File: src/rtl/pipe_pkg.sv
// Shared defaults and types for the pipeline stage registers.
// Control bit indices name the write enables carried in the control bundle.
package pipe_pkg;

    localparam int PIPE_CTRL_W = 3;
    localparam int PIPE_DATA_W = 32;
    localparam int PIPE_LANES  = 2;
    localparam int PIPE_ADDR_W = 5;

    localparam int CTRL_RFWE     = 0;
    localparam int CTRL_MTORFSEL = 1;
    localparam int CTRL_DMWE     = 2;

    typedef struct packed {
        logic [PIPE_CTRL_W-1:0]            ctrl;
        logic [PIPE_LANES*PIPE_DATA_W-1:0] data;
        logic [PIPE_ADDR_W-1:0]            addr;
    } bundle_t;

endpackage

File: src/rtl/pipe_stage_slot.sv
// One valid bit plus payload register; clear wins over load.
module pipe_stage_slot
    import pipe_pkg::*;
#(
    parameter int W = 8
) (
    input  logic         clk,
    input  logic         rst_n,
    input  logic         load,
    input  logic         clear,
    input  logic [W-1:0] d,
    output logic         valid,
    output logic [W-1:0] q
);

    always_ff @(posedge clk or negedge rst_n) begin
        if (!rst_n) begin
            valid <= 1'b0;
            q     <= '0;
        end else if (clear) begin
            valid <= 1'b0;
        end else if (load) begin
            valid <= 1'b1;
            q     <= d;
        end
    end

endmodule

File: src/rtl/pipe_stage_reg.sv
// Pipeline stage register with valid/ready handshake, stall, flush and bubble masking.
// Define PIPE_SKID_EN for the two-slot variant with a registered in_ready.
module pipe_stage_reg
    import pipe_pkg::*;
#(
    parameter int CTRL_W = PIPE_CTRL_W,
    parameter int DATA_W = PIPE_DATA_W,
    parameter int LANES  = PIPE_LANES,
    parameter int ADDR_W = PIPE_ADDR_W
) (
    input  logic                    clk,
    input  logic                    rst_n,
    input  logic                    in_valid,
    output logic                    in_ready,
    input  logic [CTRL_W-1:0]       in_ctrl,
    input  logic [LANES*DATA_W-1:0] in_data,
    input  logic [ADDR_W-1:0]       in_addr,
    input  logic                    stall,
    input  logic                    flush,
    output logic                    out_valid,
    input  logic                    out_ready,
    output logic [CTRL_W-1:0]       out_ctrl,
    output logic [LANES*DATA_W-1:0] out_data,
    output logic [ADDR_W-1:0]       out_addr
);

    localparam int PW = CTRL_W + LANES*DATA_W + ADDR_W;

    logic [PW-1:0]     in_pay;
    logic [PW-1:0]     main_d;
    logic [PW-1:0]     main_q;
    logic [CTRL_W-1:0] ctrl_q;
    logic              main_valid;
    logic              main_load;
    logic              main_clear;
    logic              accept;
    logic              drain;

    assign in_pay = {in_ctrl, in_data, in_addr};
    assign accept = in_valid & in_ready;
    assign drain  = main_valid & out_ready;

`ifdef PIPE_SKID_EN
    logic          skid_valid;
    logic          skid_load;
    logic          skid_clear;
    logic [PW-1:0] skid_q;

    assign in_ready = ~stall & ~flush & ~skid_valid;

    // Main refills from skid first so order holds; an empty main never has a full skid.
    assign main_load  = (drain | ~main_valid) & (skid_valid | accept);
    assign main_clear = flush | (drain & ~skid_valid & ~accept);
    assign main_d     = skid_valid ? skid_q : in_pay;
    assign skid_load  = accept & main_valid & ~drain;
    assign skid_clear = flush | drain;

    pipe_stage_slot #(
        .W(PW)
    ) u_skid (
        .clk   (clk),
        .rst_n (rst_n),
        .load  (skid_load),
        .clear (skid_clear),
        .d     (in_pay),
        .valid (skid_valid),
        .q     (skid_q)
    );
`else
    assign in_ready   = ~stall & ~flush & (~main_valid | out_ready);
    assign main_load  = accept;
    assign main_clear = flush | (drain & ~accept);
    assign main_d     = in_pay;
`endif

    pipe_stage_slot #(
        .W(PW)
    ) u_main (
        .clk   (clk),
        .rst_n (rst_n),
        .load  (main_load),
        .clear (main_clear),
        .d     (main_d),
        .valid (main_valid),
        .q     (main_q)
    );

    assign {ctrl_q, out_data, out_addr} = main_q;
    assign out_valid = main_valid;

    // Bubbles must never carry a write enable downstream.
    always_comb begin
        out_ctrl = '0;
        if (main_valid) out_ctrl = ctrl_q;
    end

endmodule
File: config.mk
export PLATFORM = sky130hd
export DESIGN_NAME = pipe_stage_reg
export DESIGN_NICKNAME = d
export VERILOG_FILES = /design/src/rtl/pipe_pkg.sv /design/src/rtl/pipe_stage_slot.sv /design/src/rtl/pipe_stage_reg.sv
export SDC_FILE = /design/constraint.sdc
export NUM_CORES = 1
export LEC_CHECK = 0
export BUFFER_PORTS_ARGS = -buffer_cell sky130_fd_sc_hd__buf_2
export CORE_ASPECT_RATIO = 1.2
export CORE_MARGIN = 5
export CORE_UTILIZATION = 48
export DETAILED_ROUTE_END_ITERATION = 8
export PLACE_DENSITY = 0.79
export SLEW_MARGIN = 10
export SYNTH_ARGS = -nofsm -noshare
export SYNTH_HDL_FRONTEND = slang
export SYNTH_SLANG_ARGS = --single-unit
File: constraint.sdc
create_clock -name clk -period 1.9 [get_ports clk]
set_clock_uncertainty 0.15 [all_clocks]
set_input_delay 0.095 -clock clk [delete_from_list [all_inputs] [get_ports clk]]
set_output_delay 0.095 -clock clk [all_outputs]
set_load 0.02 [all_outputs]
==> impl_results.md <==
* 1st-iter DRT viols at 77
* Max VDD drop at 0.5718 mV
* Static leakage at approximately 2.6 nW
* Worst R2R Path Depth at 5
* Synth Area per Inst at between 15 and 20 um2
* Detailed Route WL at between 7 and 8 mm
* PD cells at between 1000 and 1500 nW/um2
* PostCTS Resize Cnt at 0
* Setup slack after layout at roughly 53 ps
* Worst-path clk slew at ~80 ps
* Worst r2r src: u_main.valid$_DFFE_PN0P_
* Fin cells at 490
* Largest family of logic cells by synthesized area: multiplexers
* Final Cell Area at a little under 5000 um2
* Die Span X at 88.63 um
* RSZ-0062 raised after global routing: no
* HPWL Detailed at 4.839 mm
* Post-synthesis simple-gate area fraction at approximately 1.8%
* Netlist Area Pre-Place at between 3000 and 4000 um2
* Die Height at 104.4 um
* Worst Tran Pin Value at approximately 570 ps
* Syn_nets at slightly above 300
* Layout cells sized above 1 at 61.50%
* Placed cells at 398
* Gpl congestion at approximately 0.7
* Sink Count at between 70 and 80
* CTS root buf: clkbuf_8
* CP Class: input pin to flip-flop
* Via count at 2230
* Post-Synth XOR/XNOR Area at 0%
* Unique masters post-synth at 10
* Diode count at 0
* Clk buf depth at 2
* Core area at about 7200 um2
* CP Launch Type: input pin
* Post-place setup slack at approximately 400 ps
* Slew margin rel. at 62.09%
* Worst Setup End Kind: flip-flop
* Via density at between 4 and 5
* Sum Neg Setup Slack at 0 ps
* Yosys reg bits at 73
* Hold slack at approximately 140 ps
* Area growth syn-to-layout at 38.09%
* Commonest non-fill, non-tap cell in the layout: buf_2
* Total global routing overflow at 0
* Post-synthesis sequential area ratio at 51.30%
* DRC viols at 0
* CTS tree: built
* Final setup viols at 0
* Antenna-violating nets left at 0
* Min Tclk post-route at between 1500 and 2000 ps
* Final core occ at around 68%
* Synth Area in Compound Gates at less than 1%
* Data required, critical path at 2020 ps
* Worst Path Arrival at 1960 ps
* Fraction of synthesized area in multiplexers at between 30% and 40%
* All-layer global routing usage at around 18%
* Yosys warns at 0
* Total Power Consumption at approximately 5 mW
* Mapped Cells at ~230
* Adder-cell share of the synthesized area at 0%
* Worst skew pair latency at around 320 ps
* Crit share post-route at a little over nine tenths
* DP Area at a little under 4000 um2
* Fmax at between 500 and 600 MHz
* Min-delay worst type: input pin to async pin
* PortBufs at between 150 and 200
* H-tree Lvls at 3
* Initial Util at 49.24%
* Die Area at roughly 9200 um2
* I/O Pins at 152
* Final-stage net count at 473
* Initial antenna violation count at 0
* Commonest cells after routing, fill and taps aside: buf_2, dlygate4sd3_1, dfrtp_1, mux2_4, clkbuf_8
* First-pass GRT wire length at around 13 mm
* Vias in the first global route at about 2600
* WL/cell at roughly 16 um
* # rows at 34
* Pre-Repair DR Iteration Count at 4
* Flop-to-flop setup slack at approximately 80 ps
* Final Hold Violating Endpoints at 0
* Total CTS buffers at 9
* Slew Limit Fails at 0
* Max Cap Viol at 0
* Worst R2R End: u_main.valid$_DFFE_PN0P_
* CP max FO at 27
* Outcome: finished, final reports clean
* Largest net degree at the start of global routing at 44
## cells by family after synthesis
logic type,count (synthesis)
AO/OA/AOI/OAI,1
multiplexers,72
AND/OR/NAND/NOR,7
flip-flops,73
buffers and inverters,76
## critical path: stages
cell and delay, ps:
dlygate4sd3_1 530, buf_2 150, nor2_4 110, nand3_4 130
buf_12 210, a21oi_1 180, dlygate4sd3_1 560
## registers in the layout, summed over array words and instances, names as in the netlist
name	cells
u_main.q	72
u_main.valid	1
## metal layers
| layer | GRT usage (%) | routed length (um) | vias to the layer above |
|---|---|---|---|
| li1 | - | - | 1024 |
| met1 | 20.63 | 3032 | 1088 |
| met2 | 31.10 | 4139 | 100 |
| met3 | 4.913 | 589 | 18 |
| met4 | 6.479 | 189 | 0 |
| met5 | 0 | 0 | - |
## final cells by class
type | instances | area, um2
repair buffers | 231 | 1597
fillers | 498 | 2315
well taps | 90 | 112.6
multi-input cells | 80 | 1137
clock inverters | 5 | 102.6
flip-flops and latches | 73 | 1827
clock buffers | 11 | 141.4
## how the worst max path moves through the flow
stage                             startpoint                        to  slack, ps
CTS                 u_main.valid$_DFFE_PN0P_  u_main.valid$_DFFE_PN0P_        100
global placement    u_main.valid$_DFFE_PN0P_  u_main.q[56]$_DFFE_PN0P_        440
detailed placement  u_main.valid$_DFFE_PN0P_  u_main.q[56]$_DFFE_PN0P_        390
floorplan           u_main.valid$_DFFE_PN0P_   u_main.q[0]$_DFFE_PN0P_        380
finish                                 flush  u_main.valid$_DFFE_PN0P_         50
global route        u_main.valid$_DFFE_PN0P_  u_main.valid$_DFFE_PN0P_         30
## repair_timing
item,4_1_cts,5_1_grt
hold buffers,75,0
endpoints found under the setup margin,0,1
endpoints found under the hold margin,115,0
setup buffers,0,1
## where the power goes
part | internal [mW] | switching (mW)
Clock | 0.907 | 0.548
Combinational | 0.767 | 0.703
Sequential | 1.86 | 0.173
Total | 3.53 | 1.42
## synth_stat cells
library cell | count | share of area (%)
mux2_4 | 69 | 29
buf_4 | 69 | 15
buf_6 | 7 | 2.2
and2_1 | 4 | 0.70
a21oi_1 | 1 | 0.14
nand3_4 | 1 | 0.49
nand2b_2 | 1 | 0.25
dfrtp_1 | 73 | 51
mux2_2 | 3 | 0.95
nor2_4 | 1 | 0.32
Note: power is estimated with default switching activity, not from simulation.
